===== config.mk =====
export PLATFORM = sky130hd
export DESIGN_NAME = apb_regfile_slave
export DESIGN_NICKNAME = d
export VERILOG_FILES = /design/src/rtl/apb_pkg.sv /design/src/rtl/apb_slave_regs.sv /design/src/rtl/apb_regfile_slave.sv
export SDC_FILE = /design/constraint.sdc
export NUM_CORES = 1
export LEC_CHECK = 0
export CORE_MARGIN = 4
export CORE_UTILIZATION = 50
export DETAILED_ROUTE_END_ITERATION = 8
export GPL_TIMING_DRIVEN = 0
export HOLD_SLACK_MARGIN = 0.1
export PLACE_DENSITY = 0.8
export SLEW_MARGIN = 20
export SYNTH_ARGS = -nofsm -noshare
export SYNTH_HDL_FRONTEND = slang
export SYNTH_HIERARCHICAL = 1
export SYNTH_SLANG_ARGS = --single-unit

===== constraint.sdc =====
create_clock -name pclk -period 7.3 [get_ports pclk]
set_input_delay 1.825 -clock pclk [delete_from_list [all_inputs] [get_ports pclk]]
set_output_delay 1.825 -clock pclk [all_outputs]
set_load 0.02 [all_outputs]

===== src/rtl/apb_pkg.sv =====
// Shared constants and types for the APB register-file completer.
// State encoding, default bus widths and the wait-counter width live here.
package apb_pkg;

  localparam int APB_ADDR_W = 8;
  localparam int APB_DATA_W = 8;
  localparam int WAIT_W     = 4;

  typedef enum logic {
    ST_IDLE   = 1'b0,
    ST_ACCESS = 1'b1
  } state_t;

endpackage


===== src/rtl/apb_slave_regs.sv =====
// Byte register storage for the APB completer, cleared by asynchronous reset.
// Contents are exported as one flat bus; register i sits at [i*DATA_W +: DATA_W].
module apb_slave_regs
  import apb_pkg::*;
#(
  parameter int ADDR_W   = APB_ADDR_W,
  parameter int DATA_W   = APB_DATA_W,
  parameter int NUM_REGS = 16
) (
  input  logic                       clk,
  input  logic                       rst,
  input  logic                       wr_en,
  input  logic [ADDR_W-1:0]          wr_idx,
  input  logic [DATA_W-1:0]          wr_data,
  output logic [NUM_REGS*DATA_W-1:0] contents
);

  // Index decode by comparison keeps the full address width; the caller only
  // raises wr_en for in-range indices.
  always_ff @(posedge clk or posedge rst) begin
    if (rst) begin
      contents <= '0;
    end else if (wr_en) begin
      for (int i = 0; i < NUM_REGS; i++) begin
        if (wr_idx == ADDR_W'(i)) begin
          contents[i*DATA_W +: DATA_W] <= wr_data;
        end
      end
    end
  end

endmodule


===== src/rtl/apb_regfile_slave.sv =====
// APB completer with NUM_REGS byte registers and WAIT_CYCLES wait states per transfer.
// Out-of-range addresses complete with pslverr_o and never touch storage.
module apb_regfile_slave
  import apb_pkg::*;
#(
  parameter int ADDR_W      = APB_ADDR_W,
  parameter int DATA_W      = APB_DATA_W,
  parameter int NUM_REGS    = 16,
  parameter int WAIT_CYCLES = 2
) (
  input  logic                       pclk,
  input  logic                       preset,
  input  logic                       psel_i,
  input  logic                       penable_i,
  input  logic [ADDR_W-1:0]          paddr_i,
  input  logic                       pwrite_i,
  input  logic [DATA_W-1:0]          pwdata_i,
  output logic [DATA_W-1:0]          prdata_o,
  output logic                       pready_o,
  output logic                       pslverr_o,
  output logic [NUM_REGS*DATA_W-1:0] regs_o
);

  localparam logic [WAIT_W-1:0] WAIT_LOAD   = WAIT_W'(WAIT_CYCLES);
  // One extra bit so NUM_REGS == 2**ADDR_W is representable.
  localparam logic [ADDR_W:0]   NUM_REGS_LIM = (ADDR_W+1)'(NUM_REGS);

  state_t                     state;
  state_t                     state_next;
  logic [WAIT_W-1:0]          count;
  logic [WAIT_W-1:0]          count_next;
  logic                       pready;
  logic                       in_range;
  logic                       wr_en;
  logic [DATA_W-1:0]          rd_sel;
  logic [NUM_REGS*DATA_W-1:0] contents;

  assign in_range = ({1'b0, paddr_i} < NUM_REGS_LIM);

  always_ff @(posedge pclk or posedge preset) begin
    if (preset) begin
      state <= ST_IDLE;
      count <= '0;
    end else begin
      state <= state_next;
      count <= count_next;
    end
  end

  // Any select in IDLE starts a transfer, even if penable is already high.
  always_comb begin
    state_next = state;
    count_next = count;
    case (state)
      ST_IDLE: begin
        if (psel_i) begin
          state_next = ST_ACCESS;
          count_next = WAIT_LOAD;
        end
      end
      ST_ACCESS: begin
        if (!psel_i || pready) begin
          state_next = ST_IDLE;
        end else if (penable_i && (count != '0)) begin
          count_next = count - 1'b1;
        end
      end
      default: begin
        state_next = ST_IDLE;
        count_next = '0;
      end
    endcase
  end

  always_comb begin
    pready = 1'b0;
    if ((state == ST_ACCESS) && (count == '0) && psel_i && penable_i) begin
      pready = 1'b1;
    end
  end

  always_comb begin
    rd_sel = '0;
    for (int i = 0; i < NUM_REGS; i++) begin
      if (paddr_i == ADDR_W'(i)) begin
        rd_sel = contents[i*DATA_W +: DATA_W];
      end
    end
  end

  assign wr_en     = pready && pwrite_i && in_range;
  assign pready_o  = pready;
  assign pslverr_o = pready && !in_range;
  assign prdata_o  = (pready && !pwrite_i && in_range) ? rd_sel : '0;
  assign regs_o    = contents;

  apb_slave_regs #(
    .ADDR_W   (ADDR_W),
    .DATA_W   (DATA_W),
    .NUM_REGS (NUM_REGS)
  ) u_regs (
    .clk      (pclk),
    .rst      (preset),
    .wr_en    (wr_en),
    .wr_idx   (paddr_i),
    .wr_data  (pwdata_i),
    .contents (contents)
  );

endmodule


==> impl.org, run 1 <==
** CTS
- After clock tree synthesis, the clock-pin slew on the worst setup and hold paths is 60 ps.
- TritonCTS built the clock tree.
- CTS saw 133 sinks.
- Maximum number of buffers from clock root to sink :: 2
- The number of gates resized after CTS was 0.
- The H-tree was split into 4 levels.
- Clock insertion delay at the later pin of the skew report :: 420 ps
- The number of setup buffers added after CTS is 0.
- Hold buffer count at cts :: 0
- Root buffer cell :: sky130_fd_sc_hd__clkbuf_16
- The number of clock buffers added by TritonCTS is 17.

** Logic synthesis
- By area the synthesized netlist is led by sky130_fd_sc_hd__dfrtp_1 (49%), sky130_fd_sc_hd__mux2_2 (20%), sky130_fd_sc_hd__mux4_2 (3.3%).
- Post-synthesis sequential area ratio :: 48.5%
- In this run the biggest area consumer among cell types represents 48.5% of the synthesized area.
- Synthesis inferred 133 register bits.
- The netlist uses 63 different library cells.
- Number of enable flip-flop cells after synthesis :: 0
- Post-synthesis cell count :: 537
- Most numerous cell in the Yosys netlist :: sky130_fd_sc_hd__dfrtp_1
- Share of synthesized flip-flops with an asynchronous set or reset :: 100%
- Syn_nets :: 560
- Primary flip-flop cell chosen by synthesis mapping :: sky130_fd_sc_hd__dfrtp_1
- The mapped netlist covers 6860 um^2.
- Of all cell types, the one taking the most synthesized area is sky130_fd_sc_hd__dfrtp_1.
- Mean cell area of the mapped netlist :: 12.8 um^2
- For this run, the number of Yosys warnings is 6.
- Commonest cells in the netlist :: sky130_fd_sc_hd__dfrtp_1 (133), sky130_fd_sc_hd__mux2_2 (124), sky130_fd_sc_hd__nand2_1 (19)

** Placed design
- Before CTS, the worst setup slack after placement is 463 ps.
- After detailed placement, the total cell area comes to 8700 um^2.
- In this run the tool buffered the top-level ports with 158 buffer cells.
- DPL Wire Length :: 15700 um
- GP Congestion :: 0.901

** Setup path
- Buffer and inverter count on the worst path :: 4
- In this design, the stage delay of the slowest critical-path cell is 800 ps.
- Worst Setup End Kind :: output pin
- Grouping stages by cell kind, the critical path spends the most delay in buffers and inverters.
- In this run the register-to-register setup slack is 4450 ps.
- The critical path is of the primary input to output pin type.
- For the worst setup path, the data required time is 5480 ps.
- Most frequent cell on the critical path :: sky130_fd_sc_hd__clkdlybuf4s50_1
- Worst EP arrival :: 5160 ps
- Launching point of the worst reg2reg path :: count[0]
- Cell depth of the worst flop-to-flop path :: 11
- Ordered list of cells on the worst path :: clkdlybuf4s50_1 > clkbuf_1 > buf_1 > nand4_1 > o32ai_1 > clkdlybuf4s50_1
- On the critical path, the stage with the largest delay is an instance of sky130_fd_sc_hd__clkdlybuf4s50_1.
- CP Launch Type :: primary input
- Highest net fanout along the worst path :: 11
- The worst register-to-register path ends at u_regs/contents[92].

** Global route
- The first global-routing pass estimated 33700 um of wire.
- Via count of the first global-routing pass :: 5795
- Antenna violations before repair :: 0
- Global routing used 27.8% of the available tracks.
- Pin count of the biggest net entering global routing :: 71
- Overflow left after global routing :: 0

** Final layout
- Compared with the post-synthesis result, the final layout area differs by 35.5%.
- Final design utilization :: 69.7%
- Fraction of final layout cells sized beyond drive strength 1 :: 28.2%
- The repair_antennas step left the layout with diodes totalling 0.
- Nets :: 738
- After routing the design area is 9300 um^2.

** Routing
- The first detailed-routing pass ran for 5 iterations.
- For this block, the initial DRC count from the detailed router was 422.
- In the final routed layout, each cell accounts on average for 23.9 um.
- Detail-routed via count per cell :: 6.11
- Drt total wl :: 21600 um
- DRC violation count after routing :: 0
- Total via count in the routed design :: 5521
- Once detail routing completed, the nets flagged for antenna violations numbered 0.

** Worst hold path
- Hold worst-path end :: u_regs/contents[118]
- The worst hold path belongs to the class flop to flop.
- The worst hold path begins at u_regs/contents[118].
- Along the worst hold path, the cell count comes to 1.

** STA
- Of the available clock period, the critical path in the final layout requires 95.7%.
- Headroom to the max-slew limit :: 60.7%
- Worst clock skew on the final layout :: 5.39 ps
- Maximum operating frequency :: 143 MHz
- RSZ-0062 raised after global routing :: false
- Adding up every negative setup slack in the final design gives 0 ps.
- For the pin with the worst max-slew slack, the measured transition is 585 ps.
- Subtracting the final worst setup slack from the clock period gives 6980 ps.
- Setup ws final :: 317 ps
- Final hold violation count :: 0
- The final-report max-slew violation count is 0.
- Setup violations remaining at the end of the flow were counted as 0.

** Job
- Maximum Capacitance Violations :: 0

** Status
- Run status :: completed

** Floorplan
- For this design the top-level I/O count stands at 159.
- The die is 125 um tall.
- The die covers 15700 um^2.
- Die span in x :: 125 um
- The core region is 13300 um^2.
- Starting density of the core :: 51.4%
- Cell Rows :: 42

** Power
- Maximum ir drop on the vdd rail :: 0.144 mV
- Standby leakage power :: 4.27 nW
- For this design the ratio of total power to cell area is 187 nW/um^2.
[cell usage in the layout (no fill, tap or decap), types with 5 or more instances in the layout]
| cell type | instances |
|---|---|
| sky130_fd_sc_hd__a21oi_1 | 13 |
| sky130_fd_sc_hd__a22oi_1 | 5 |
| sky130_fd_sc_hd__and4_1 | 5 |
| sky130_fd_sc_hd__buf_2 | 15 |
| sky130_fd_sc_hd__clkbuf_1 | 18 |
| sky130_fd_sc_hd__clkbuf_16 | 17 |
| sky130_fd_sc_hd__clkdlybuf4s50_1 | 158 |
| sky130_fd_sc_hd__dfrtp_1 | 133 |
| sky130_fd_sc_hd__inv_1 | 13 |
| sky130_fd_sc_hd__mux2_1 | 9 |
| sky130_fd_sc_hd__mux2_2 | 124 |
| sky130_fd_sc_hd__mux2i_1 | 16 |
| sky130_fd_sc_hd__mux4_2 | 10 |
| sky130_fd_sc_hd__nand2_1 | 19 |
| sky130_fd_sc_hd__nand2b_1 | 5 |
| sky130_fd_sc_hd__nand3_1 | 10 |
| sky130_fd_sc_hd__nand4_1 | 5 |
| sky130_fd_sc_hd__nand4_4 | 10 |
| sky130_fd_sc_hd__nor2_1 | 15 |
| sky130_fd_sc_hd__nor2b_1 | 10 |
| sky130_fd_sc_hd__nor3_1 | 6 |
| sky130_fd_sc_hd__o211ai_1 | 6 |
| sky130_fd_sc_hd__o21a_1 | 5 |
| sky130_fd_sc_hd__o21ai_0 | 13 |
| sky130_fd_sc_hd__o22ai_1 | 7 |
[logic make-up after synthesis]
family / count (synthesis) / share of synthesized area [%]
muxes: 159 / 27.4
adders and majority gates: 2 / 0.365
AOI/OAI and AO/OA: 79 / 7.80
and+or+nand+nor: 114 / 12.4
buffers and inverters: 50 / 3.46
DFF: 133 / 48.5
[worst register-to-register path, cell delays in order, from the launching register on]
cell                        delay [ps]
sky130_fd_sc_hd__dfrtp_1           370
sky130_fd_sc_hd__inv_1             110
sky130_fd_sc_hd__ha_1              180
sky130_fd_sc_hd__nand4bb_1         220
sky130_fd_sc_hd__or2_2             410
sky130_fd_sc_hd__inv_1              80
sky130_fd_sc_hd__and3_1            140
sky130_fd_sc_hd__nor2b_1           120
sky130_fd_sc_hd__buf_2             200
sky130_fd_sc_hd__and4_1            240
sky130_fd_sc_hd__buf_2             280
sky130_fd_sc_hd__mux2_2            380
[how the worst max path moves through the flow]
stage          cells past startpoint  startpoint  slack, ps             endpoint
2_1_floorplan                      5  paddr_i[5]       1970          prdata_o[7]
3_3_place_gp                       2      preset        410  u_regs/contents[63]
3_5_place_dp                       6  paddr_i[2]        460          prdata_o[7]
4_1_cts                            6  paddr_i[2]        410          prdata_o[7]
5_1_grt                            6  paddr_i[2]        260          prdata_o[7]
6_report                           6  paddr_i[2]        320          prdata_o[7]
[per-layer routing]
layer	wire length, um	GRT usage [%]	vias to the layer above
met5	0	0	-
met4	548	9.12	0
met3	1660	7.59	48
met2	10600	45.5	298
met1	8780	36.2	2800
li1	-	-	2375
[state kept, by name (all words and copies together), names as in the netlist]
name	cells
count	4
state	1
u_regs/contents	128
[metrics by stage]
stage | total power, mW | hold slack, ps | std cells
6_report | 1.74 | 518 | 904
5_1_grt | 1.79 | 549 | 904
4_1_cts | 1.74 | 510 | 904
3_5_place_dp | 0.879 | 503 | 872
3_3_place_gp | 0.871 | 475 | 871
2_1_floorplan | 0.830 | 461 | 537
[final cells by class]
class | count | area (um^2)
fillers | 969 | 4050
flip-flops and latches | 133 | 3330
multi-input cells | 354 | 3300
repair buffers | 159 | 1610
clock buffers | 23 | 478
well taps | 176 | 220
plain buffers | 35 | 181
clock inverters | 9 | 125
inverters | 15 | 61.3
[report_power, final]
group	internal (mW)	leakage [nW]	switching (mW)
registers	0.743	1.85	0.00381
logic	0.0393	2.12	0.0820
clock network	0.561	0.293	0.308
(Power assumes the default switching activity.)
==> run 2, diff against run 1 <==
--- a/config.mk
+++ b/config.mk
@@ -5,12 +5,11 @@
 export SDC_FILE = /design/constraint.sdc
 export NUM_CORES = 1
 export LEC_CHECK = 0
-export CORE_MARGIN = 4
-export CORE_UTILIZATION = 50
+export CORE_UTILIZATION = 30
+export CTS_CLUSTER_SIZE = 8
 export DETAILED_ROUTE_END_ITERATION = 8
 export GPL_TIMING_DRIVEN = 0
 export HOLD_SLACK_MARGIN = 0.1
-export PLACE_DENSITY = 0.8
 export SLEW_MARGIN = 20
 export SYNTH_ARGS = -nofsm -noshare
 export SYNTH_HDL_FRONTEND = slang
==> run 2 against run 1 <==
The run now ends with design-rule violations left. Count of clock-buffer cells in the layout fell by 2. Total power fell by 0.76%. Wire length rose by 11%.
==> impl.org, run 2 (synthesis results as in run 1) <==
** Global route
- The maximum number of pins on one net before global-route repair came to 69 (was 71).
- Antenna violations before repair :: 0 (unchanged)
- The via count of the first global-routing pass is 5673 (was 5795).
- Wire length of the first global-routing pass :: 36100 um (was 33700 um)
- Overflow left after global routing :: 0 (unchanged)
- Gr usage total :: 20.9% (was 27.8%)

** Power
- PwrDens :: 183 nW/um^2 (was 187 nW/um^2)
- Maximum ir drop on the vdd rail :: 0.121 mV (was 0.144 mV)
- Total design power :: 1.72 mW (was 1.74 mW)
- Standby leakage power :: 4.25 nW (was 4.27 nW)

** CTS
- CTS tree :: yes (unchanged)
- Root buffer cell :: sky130_fd_sc_hd__clkbuf_16 (unchanged)
- The clock edge transition at the registers on the reported setup and hold paths came to 60 ps (about the same).
- The number of H-tree branching levels is 4 (unchanged).
- The setup fix buffers added after clock tree synthesis was 0 (unchanged).
- Hold buffer count at cts :: 0 (unchanged)
- The number of CTS-inserted buffers is 17 (unchanged).
- The number of clock sinks is 133 (unchanged).
- The post-CTS resize count is 0 (unchanged).
- Maximum number of buffers from clock root to sink :: 2 (unchanged)
- The source-to-sink clock delay at the later pin of the worst-skew pair is 430 ps (was 420 ps).

** Worst hold path
- Hold Path Class :: flop to flop (unchanged)
- Beginning of the worst hold path :: u_regs/contents[106] (was u_regs/contents[118])

** Routing
- Total via count in the routed design :: 5423 (was 5521)
- The post-detailed-route via-to-cell ratio is 5.39 (was 6.11).
- Wirelength per Cell :: 23.8 um (was 23.9 um)
- The first-pass detailed-route iteration total was 9 (was 5).
- The total routed wirelength came to 24000 um (was 21600 um).
- The residual antenna-violating net count after detailed routing came to 0 (unchanged).
- The post-route DRC violation count was 1 (was 0).
- The first-iteration detailed-routing DRC count is 417 (was 422).

** STA
- RSZ-0062 raised after global routing: false (unchanged).
- Final critical path time including I/O delays and setup :: 6960 ps (was 6980 ps)
- The setup clock skew after layout came to 6.99 ps (was 5.39 ps).
- The upper clock frequency limit came to 144 MHz (was 143 MHz).
- The final-report max-slew violation count is 0 (unchanged).
- The final critical-path share of the clock period came to 95.3% (was 95.7%).
- The worst slew slack as a fraction of its limit was 54.3% (was 60.7%).
- Final setup fails :: 0 (unchanged)
- The final worst-path setup slack came to 341 ps (was 317 ps).
- Worst-margin pin slew :: 680 ps (was 585 ps)
- Setup TNS :: 0 ps (unchanged)
- Final hold violation count :: 0 (unchanged)

** Final layout
- The most common library cell in the layout ignoring fill and taps is sky130_fd_sc_hd__clkdlybuf4s50_1 (unchanged).
- The post-layout net count is 738 (unchanged).
- Largest Register :: u_regs/contents (unchanged)
- Highest-count cells in the layout ignoring fill and taps :: sky130_fd_sc_hd__clkdlybuf4s50_1 (158), sky130_fd_sc_hd__dfrtp_1 (133), sky130_fd_sc_hd__mux2_2 (124) (unchanged)
- Registers with the most flip-flops :: u_regs/contents x128, count x4, state x1 (unchanged)
- Final design utilization :: 42.5% (was 69.7%)
- The ratio of cells with drive above 1 in the final layout is 27.9% (was 28.2%).
- Number of flip-flops in the largest register :: 128 (unchanged)
- The antenna diode count came to 0 (unchanged).
- The area growth from synthesis to final layout is 37.0% (was 35.5%).

** Placed design
- The placed wire-length estimate after detailed placement came to 17700 um (was 15700 um).
- GP Congestion :: 0.874 (was 0.901)
- Port Buffers :: 158 (unchanged)
- The worst-case setup slack after placement is 345 ps (was 463 ps).

** Setup path
- The type of element capturing the critical path was an output pin (unchanged).
- Worst EP arrival :: 5130 ps (was 5160 ps)
- Beginning of the critical path :: paddr_i[0] (was paddr_i[2])
- Required arrival time at the worst endpoint :: 5480 ps (about the same)
- Ordered list of cells on the worst path: clkdlybuf4s50_1 > buf_2 > buf_2 > nor2b_1 > a22oi_1 > a221oi_1 > o211ai_1 > nand3_1 > clkdlybuf4s50_1 (was clkdlybuf4s50_1 > clkbuf_1 > buf_1 > nand4_1 > o32ai_1 > clkdlybuf4s50_1).
- The category of the critical setup timing path is primary input to output pin (unchanged).
- The top fanout value on the critical path was 10 (was 11).
- The startpoint type of the worst setup path was a primary input (unchanged).
- Delay of the slowest critical-path stage :: 620 ps (was 800 ps)
- The number of buffers and inverters on the critical path was 4 (unchanged).
- The standard cell with the maximum stage delay on the critical path is sky130_fd_sc_hd__clkdlybuf4s50_1 (unchanged).
- Crit path max-delay family :: buffers and inverters (unchanged)
- Launching point of the worst reg2reg path :: count[0] (unchanged)

** Floorplan
- Cell Rows :: 54 (was 42)
- The floorplan die width came to 153 um (was 125 um).
- The height of the die came to 153 um (was 125 um).
- The die area came to 23500 um^2 (was 15700 um^2).
- Core area :: 22100 um^2 (was 13300 um^2)
- Starting density of the core :: 31.1% (was 51.4%)
- The I/O pin count is 159 (unchanged).

** Job
- The count of maximum capacitance violations was 0 (unchanged).

** Status
- Run status :: finished, violations left (was completed)
- The final reports fail on design-rule violations.
## run 2: metal layers
layer	wire (um)	vias to the layer above	global-route usage, %
met1	10300	2805	26.8
li1	-	2373	-
met5	0	-	0
met4	523	0	7.02
met3	1510	36	4.73
met2	11600	209	34.7
## run 2: worst reg2reg max path, stage by stage, from the launching register on
cell	delay (ps)
sky130_fd_sc_hd__dfrtp_1	380
sky130_fd_sc_hd__inv_1	110
sky130_fd_sc_hd__ha_1	150
sky130_fd_sc_hd__nand4bb_1	240
sky130_fd_sc_hd__or2_2	430
sky130_fd_sc_hd__inv_1	90
sky130_fd_sc_hd__and3_1	150
sky130_fd_sc_hd__nor2b_1	130
sky130_fd_sc_hd__buf_2	200
sky130_fd_sc_hd__and4_1	250
sky130_fd_sc_hd__buf_2	300
sky130_fd_sc_hd__mux2_2	380
## run 2: power by group
part | switching [mW] | internal [mW]
Combinational | 0.0856 | 0.0391
Sequential | 0.00447 | 0.742
Clock | 0.321 | 0.532
## run 2: area by class of cell
cell class | count | area (um^2)
flip-flops and latches | 133 | 3330
multi-input cells | 354 | 3300
repair buffers | 159 | 1610
inverters | 15 | 61.3
well taps | 280 | 350
fillers | 2016 | 12700
clock inverters | 10 | 133
plain buffers | 35 | 181
clock buffers | 21 | 440
## run 2: per-stage QoR
stage / instance area, um^2 / std cells / hold slack [ps]
floorplan: 6860 / 537 / 461
global placement: 8790 / 975 / 478
detailed placement: 8830 / 976 / 517
CTS: 9400 / 1007 / 532
global route: 9400 / 1007 / 551
finish: 9400 / 1007 / 529
## run 2: final timing paths
path,cells past startpoint,end,slack [ps]
min reg2reg,1,u_regs/contents[106],530
max reg2reg,11,u_regs/contents[114],4370
min,1,u_regs/contents[106],530
max in group asynchronous,3,u_regs/contents[36],4630
max,9,prdata_o[5],340
min in group asynchronous,2,count[2],1740
==> run 3, diff against run 2 <==
--- a/config.mk
+++ b/config.mk
@@ -10,8 +10,10 @@
 export DETAILED_ROUTE_END_ITERATION = 8
 export GPL_TIMING_DRIVEN = 0
 export HOLD_SLACK_MARGIN = 0.1
+export MAX_ROUTING_LAYER = met4
 export SLEW_MARGIN = 20
 export SYNTH_ARGS = -nofsm -noshare
 export SYNTH_HDL_FRONTEND = slang
 export SYNTH_HIERARCHICAL = 1
 export SYNTH_SLANG_ARGS = --single-unit
+export TNS_END_PERCENT = 100
==> run 3 against run 2 <==
The run still ends with design-rule violations left. Design area grew 0.64%. Cell count about the same. Setup slack lost 65 ps. Sequential power barely moved. First-iteration DRC count fell by 32%. Sequential share of layout area decreased by 0.22 points. Largest cell class unchanged. Count of clock-buffer cells in the layout fell by 1. Wire length up 1.0%. Critical path depth is the same. Fmax is 0.92% lower. Global-route usage grew 1.0 points.
==> impl.org, run 3 (synthesis results as in run 1) <==
** Status
- Run status :: finished, violations left (unchanged)
- Violations in the final reports: design-rule violations (unchanged).

** Global route
- The total track usage is 21.9% (was 20.9%).
- The total congestion overflow came to 0 (unchanged).
- The maximum number of pins on one net before global-route repair is 80 (was 69).
- The via count of the first global-routing pass is 5881 (was 5673).
- The first-pass GRT wire length is 36800 um (was 36100 um).
- The initial antenna violation count was 0 (unchanged).

** STA
- Maximum operating frequency :: 142 MHz (was 144 MHz)
- Period utilization :: 96.2% (was 95.3%)
- The final-report max-slew violation count was 0 (unchanged).
- The number of setup violations in the final report is 0 (unchanged).
- The worst slew slack as a fraction of its limit came to 58.6% (was 54.3%).
- Worst clock skew on the final layout :: 6.74 ps (was 6.99 ps)
- RSZ-0062 raised after global routing :: false (unchanged)
- Worst-margin pin slew :: 617 ps (was 680 ps)
- Worst Hold Margin :: 519 ps (was 529 ps)
- Final hold violation count :: 0 (unchanged)
- Final critical path time including I/O delays and setup :: 7020 ps (was 6960 ps)
- Setup TNS :: 0 ps (unchanged)

** Routing
- Detailed route wirelength on metal2 :: 11800 um (was 11600 um)
- Total via count in the routed design :: 5420 (was 5423)
- DRC violation count after routing :: 1 (unchanged)
- Met3 wire length :: 1320 um (was 1510 um)
- The first-iteration detailed-routing DRC count came to 285 (was 417).
- First-pass DRT Iterations :: 7 (was 9)
- The total routed wirelength was 24200 um (was 24000 um).
- Wirelength per Cell :: 24.0 um (was 23.8 um)
- The post-detailed-route via-to-cell ratio came to 5.38 (was 5.39).
- The highest layer used for signal routing is met4 (unchanged).
- Post-route met1 wirelength :: 10600 um (was 10300 um)
- The residual antenna-violating net count after detailed routing came to 0 (unchanged).

** Setup path
- The endpoint of the most critical register-to-register path is u_regs/contents[0] (was u_regs/contents[114]).
- Ordered list of cells on the worst path: clkdlybuf4s50_1 > buf_2 > buf_2 > clkinv_1 > a221oi_1 > o211ai_1 > a21oi_1 > o22ai_1 > clkdlybuf4s50_1 (was clkdlybuf4s50_1 > buf_2 > buf_2 > nor2b_1 > a22oi_1 > a221oi_1 > o211ai_1 > nand3_1 > clkdlybuf4s50_1).
- Launching point of the worst reg2reg path :: count[0] (unchanged)
- Start-to-end type of the worst setup path :: primary input to output pin (unchanged)
- Cell depth of the worst flop-to-flop path :: 11 (unchanged)
- The standard cell with the maximum stage delay on the critical path is sky130_fd_sc_hd__clkdlybuf4s50_1 (unchanged).
- Required arrival time at the worst endpoint :: 5480 ps (about the same)
- The biggest cell delay along the critical path is 610 ps (was 620 ps).
- Internal reg-to-reg setup slack :: 4330 ps (was 4370 ps)
- The top fanout value on the critical path was 10 (unchanged).
- Worst Setup End Kind :: output pin (unchanged)
- Worst EP arrival :: 5200 ps (was 5130 ps)
- The startpoint type of the worst setup path is a primary input (unchanged).

** CTS
- CTS tree :: yes (unchanged)
- Maximum level of the CTS H-tree :: 4 (unchanged)
- Number of gates given a new drive strength after cts :: 0 (unchanged)
- The setup fix buffers added after clock tree synthesis is 0 (unchanged).
- The root buffer cell is sky130_fd_sc_hd__clkbuf_16 (unchanged).
- The number of CTS-inserted buffers was 17 (unchanged).
- The maximum count of clock buffers along a single path came to 2 (unchanged).
- Clock insertion delay at the later pin of the skew report :: 420 ps (was 430 ps)
- Clock sink total :: 133 (unchanged)
- The clock edge transition at the registers on the reported setup and hold paths was 60 ps (about the same).
- Hold buffer count at cts :: 0 (unchanged)

** Job
- Maximum Capacitance Violations :: 0 (unchanged)

** Worst hold path
- Hold Path Class :: flop to flop (unchanged)
- Hold depth :: 1 (unchanged)
- Beginning of the worst hold path :: u_regs/contents[106] (unchanged)
- Hold worst-path end :: u_regs/contents[106] (unchanged)

** Power
- The power spent charging and discharging nets is 0.420 mW (was 0.411 mW).
- Clock network power share :: 51.4% (was 49.4%)
- Internal :: 1.37 mW (was 1.31 mW)
- The fraction of power consumed by combinational cells was 7.0% (was 7.2%).
- The power density relative to cell area came to 189 nW/um^2 (was 183 nW/um^2).
- The share of power burned in registers is 41.7% (was 43.3%).
- The total leakage power came to 4.28 nW (was 4.25 nW).
- Total design power :: 1.79 mW (was 1.72 mW)
- Maximum ir drop on the vdd rail :: 0.144 mV (was 0.121 mV)
- The proportion of total power due to net switching came to 23.5% (was 23.8%).

** Final layout
- The area used by sequential logic in the layout is 3330 um^2 (unchanged).
- The most common library cell in the layout ignoring fill and taps is sky130_fd_sc_hd__clkdlybuf4s50_1 (unchanged).
- The number of flip-flops under the largest register name was 128 (unchanged).
- Highest-count cells in the layout ignoring fill and taps :: sky130_fd_sc_hd__clkdlybuf4s50_1 (158), sky130_fd_sc_hd__dfrtp_1 (133), sky130_fd_sc_hd__mux2_2 (124) (unchanged)
- The filler cell count came to 2040 (was 2016).
- The total area of multi-input combinational cells is 3300 um^2 (unchanged).
- Registers with the most flip-flops :: u_regs/contents x128, count x4, state x1 (unchanged)
- The ratio of cells with drive above 1 in the final layout was 28.4% (was 27.9%).
- Area Growth Syn to Fin :: 37.9% (was 37.0%)
- Nets :: 738 (unchanged)
- The antenna diode count came to 0 (unchanged).
- The register with the most flip-flops is u_regs/contents (unchanged).

** Placed design
- The quantity of I/O buffers inserted on ports came to 158 (unchanged).
- DPL Wire Length :: 17900 um (was 17700 um)
- The final weighted congestion in routability-driven placement came to 0.890 (was 0.874).

** Floorplan
- The height of the die is 153 um (unchanged).
- The number of rows in the core area was 54 (unchanged).
- The area of the core is 22100 um^2 (unchanged).
- The I/O pin count is 159 (unchanged).
- The die area was 23500 um^2 (unchanged).
- Starting density of the core :: 31.1% (unchanged)
- The floorplan die width is 153 um (unchanged).
run 3: changes by cell type in the layout (fill, tap and decap cells not counted), sizes merged:
cell,before,now
bufinv,3,4
clkinvlp,3,2
clkbuf,36,35
clkinv,5,6
inv,14,15
run 3: metrics by stage:
| stage | cell area [um^2] | util [%] | setup slack, ps | std cells |
|---|---|---|---|---|
| after detailed placement | 8830 | 39.9 | 283 | 976 |
| after global routing | 9460 | 42.8 | 175 | 1008 |
| after CTS | 9460 | 42.8 | 264 | 1008 |
| final | 9460 | 42.8 | 276 | 1008 |
| after floorplan | 6860 | - | 1970 | 537 |
| after global placement | 8790 | 39.8 | 279 | 975 |
run 3: cell type report:
type	instances	area share, %
Sequential cell	133	35.2
Multi-Input combinational cell	354	34.8
Timing Repair Buffer	159	17.0
Clock buffer	20	4.83
Tap cell	280	3.70
Buffer	35	1.92
Clock inverter	12	1.87
Inverter	15	0.648
run 3: how the worst max path moves through the flow:
stage          startpoint             endpoint  slack (ps)  cells after the start
6_report       paddr_i[1]          prdata_o[2]         280                      9
5_1_grt        paddr_i[1]          prdata_o[2]         180                      9
4_1_cts        paddr_i[1]          prdata_o[2]         260                      9
3_5_place_dp   paddr_i[1]          prdata_o[2]         280                      9
3_3_place_gp       preset  u_regs/contents[20]         280                      2
2_1_floorplan  paddr_i[5]          prdata_o[7]        1970                      5
run 3: layer usage:
metal	GRT usage, %	vias to the layer above
met5	-	-
met2	34.9	199
met3	4.71	32
met4	7.98	0
li1	-	2371
met1	27.3	2818
run 3: power by group through the flow:
stage                     registers (mW)  clock network (mW)  logic (mW)
after floorplan                    0.758                   0      0.0714
after global placement             0.759                   0       0.118
after detailed placement           0.759                   0       0.125
after CTS                          0.746               0.938       0.126
after global routing               0.746               0.973       0.136
final                              0.746               0.920       0.125
run 3: worst max-delay path, delay by kind of cell:
| kind | cells | cell delay [ps] |
|---|---|---|
| AO/OA/AOI/OAI | 4 | 1010 |
| buffers and inverters | 5 | 2350 |
==> RTL change: new RTL, config.mk and constraints of run 1 <==
`NUM_REGS` is set to 16 in 2 places; all go to 32.
--- a/src/rtl/apb_slave_regs.sv
+++ b/src/rtl/apb_slave_regs.sv
@@ -5,7 +5,7 @@
 #(
   parameter int ADDR_W   = APB_ADDR_W,
   parameter int DATA_W   = APB_DATA_W,
-  parameter int NUM_REGS = 16
+  parameter int NUM_REGS = 32
 ) (
   input  logic                       clk,
   input  logic                       rst,
--- a/src/rtl/apb_regfile_slave.sv
+++ b/src/rtl/apb_regfile_slave.sv
@@ -5,7 +5,7 @@
 #(
   parameter int ADDR_W      = APB_ADDR_W,
   parameter int DATA_W      = APB_DATA_W,
-  parameter int NUM_REGS    = 16,
+  parameter int NUM_REGS    = 32,
   parameter int WAIT_CYCLES = 2
 ) (
   input  logic                       pclk,
Interface: changed (resized regs_o); port bits go from 159 to 287. No check against the original RTL was run, so the function may have changed too.
==> RTL change against run 1 <==
The flow now finishes with violations (negative setup slack); cell area up 92%; via count up 120%; routed wire length rose to 2.9 times the old value; synthesized area up 94%; die area up 87%; sequential share of layout area up 0.86 points; setup slack worse by 0.35 ns; combinational power up 140%; power up 87%; clock power up 73%; highest routed layer is now met5; maximum frequency down 4.8%; sequential cell count up 128; register-to-register slack worse by 1.1 ns; largest power group unchanged.
==> RTL change: results (changes against run 1) <==
- The largest registers in the layout are u_regs/contents: 256 flops, count: 4 flops, state: 1 flops.
- The global routing usage on met3 came to 0.126 (+0.0502).
- The first-iteration detailed-routing DRC count is 1705 (+300%).
- The most critical setup path has its endpoint at prdata_o[3].
- The number of setup violations in the final report came to 2 (+2).
- The worst-case clock buffer depth is 3 (+1).
- The met3 wirelength from detailed routing is 7.67 mm (+360%).
- The met1 track utilization from global routing is 0.594 (+0.232).
- The met2 track demand over resource is 0.612 (+0.157).
- The worst-case register-to-register setup slack came to 3.36 ns (-1.09 ns).
- The sequential area share after synthesis came to 0.491 (+0.00643).
- The number of nets in the final layout is 1472 (+99%).
- The number of H-tree levels is 1 (-3).
- The post-synthesis cell count is 1125 (+110%).
- The flow ran to the end, but the final reports show violations.
- Sorting the synthesized cells by how often they occur yields 269 x mux2_2, 261 x dfrtp_1, 61 x a21oi_1.
- The relative contribution of combinational cells to total power is 0.089 (+0.019).
- The biggest cell delay along the critical path is 0.70 ns (-0.10 ns).
- Ranked by total cell area, the synthesized netlist is headed by dfrtp_1 49%, mux2_2 23%, a21oi_1 2.3%, mux2i_1 1.9%, o21ai_0 1.8%.
- The slowest stage of the critical path is the buf_1 cell.
- The clock latency reported for the late side of the worst-skew pair is 0.57 ns (+0.15 ns).
- The fraction of final layout cells with drive strength greater than 1 is 0.278 (-0.00366).
- The maximum clock skew at final layout is 0.0179 ns (+0.0125 ns).
- The total detailed-routing wirelength is 63.1 mm (+190%).
- The number of search-and-repair iterations in the first detailed-routing pass is 6 (+1).
- The met2 wirelength from detailed routing is 27.1 mm (+160%).
- The post-detailed-route wirelength per cell is 35.0 um (+47%).
- The initial antenna violation count came to 4 (+4).
- The total cell area at the placement stage was 16700 sq um (+92%).
- The critical-path maximum fanout was 10 (-1).
- The path depth of the worst reg2reg path was 9 (-2).
- The worst setup path startpoint is paddr_i[0].
- The total power is 3.25 mW (+87%).
- The count of different cell masters after synthesis is 76 (+21%).
- The count of input and output buffers is 284 (+80%).
- The final reports fail on negative setup slack.
- The final critical-path setup slack is -0.0338 ns (-0.351 ns).
- The actual transition at the worst max-transition pin is 1.23 ns (+0.647 ns).
RTL change: changes by cell type in the layout (fill, tap and decap cells not counted), sizes merged, moves of 9 or more:
| cell | run 1 | this run |
|---|---|---|
| nor2 | 18 | 39 |
| nand3 | 10 | 37 |
| buf | 21 | 48 |
| clkbuf | 38 | 84 |
| a31oi | 4 | 13 |
| clkdlybuf4s50 | 158 | 281 |
| a21oi | 13 | 61 |
| dfrtp | 133 | 261 |
| o221ai | 0 | 12 |
| nand2 | 19 | 54 |
| nor3 | 7 | 24 |
| o21ai | 15 | 48 |
| mux2i | 16 | 25 |
| mux2 | 133 | 269 |
RTL change: final cells by class:
cell class                 instances  area (sq um)  share of cell area
clock buffer                      40           836              0.0469
sequential                       261          6530               0.366
buffer                            83           395              0.0222
inverter                          15          60.1             0.00337
antenna                            1          2.50            0.000140
multi-input combinational        765          6410               0.360
timing repair buffer             295          3030               0.170
tap                              335           419              0.0235
clock inverter                     9           138             0.00772
RTL change: worst min path at each step:
stage,from,endpoint,slack [ns]
finish,count[0],count[0],0.52
global route,u_regs/contents[237],u_regs/contents[237],0.55
CTS,count[0],count[0],0.53
detailed placement,count[0],count[0],0.52
global placement,count[0],count[0],0.50
floorplan,count[0],count[0],0.47
RTL change: what timing repair did:
action / CTS / global route
pin swaps: 1 / 1
setup buffers: 3 / 0
setup endpoints to repair: 8 / 8
resized for setup: 18 / 26
RTL change: cell families (layout without fill, tap and decap cells):
family                     Yosys count  count (layout)  share of synthesized area
xor gates and xnor gates             1               1                   0.000659
and+or+nand+nor                    224             224                     0.0965
DFF                                261             261                      0.491
adders and majority gates            2               2                    0.00188
muxes                              301             301                      0.259
AOI/OAI and AO/OA                  237             237                      0.119
buffers and inverters               99             442                     0.0315
other                                0               1                          0
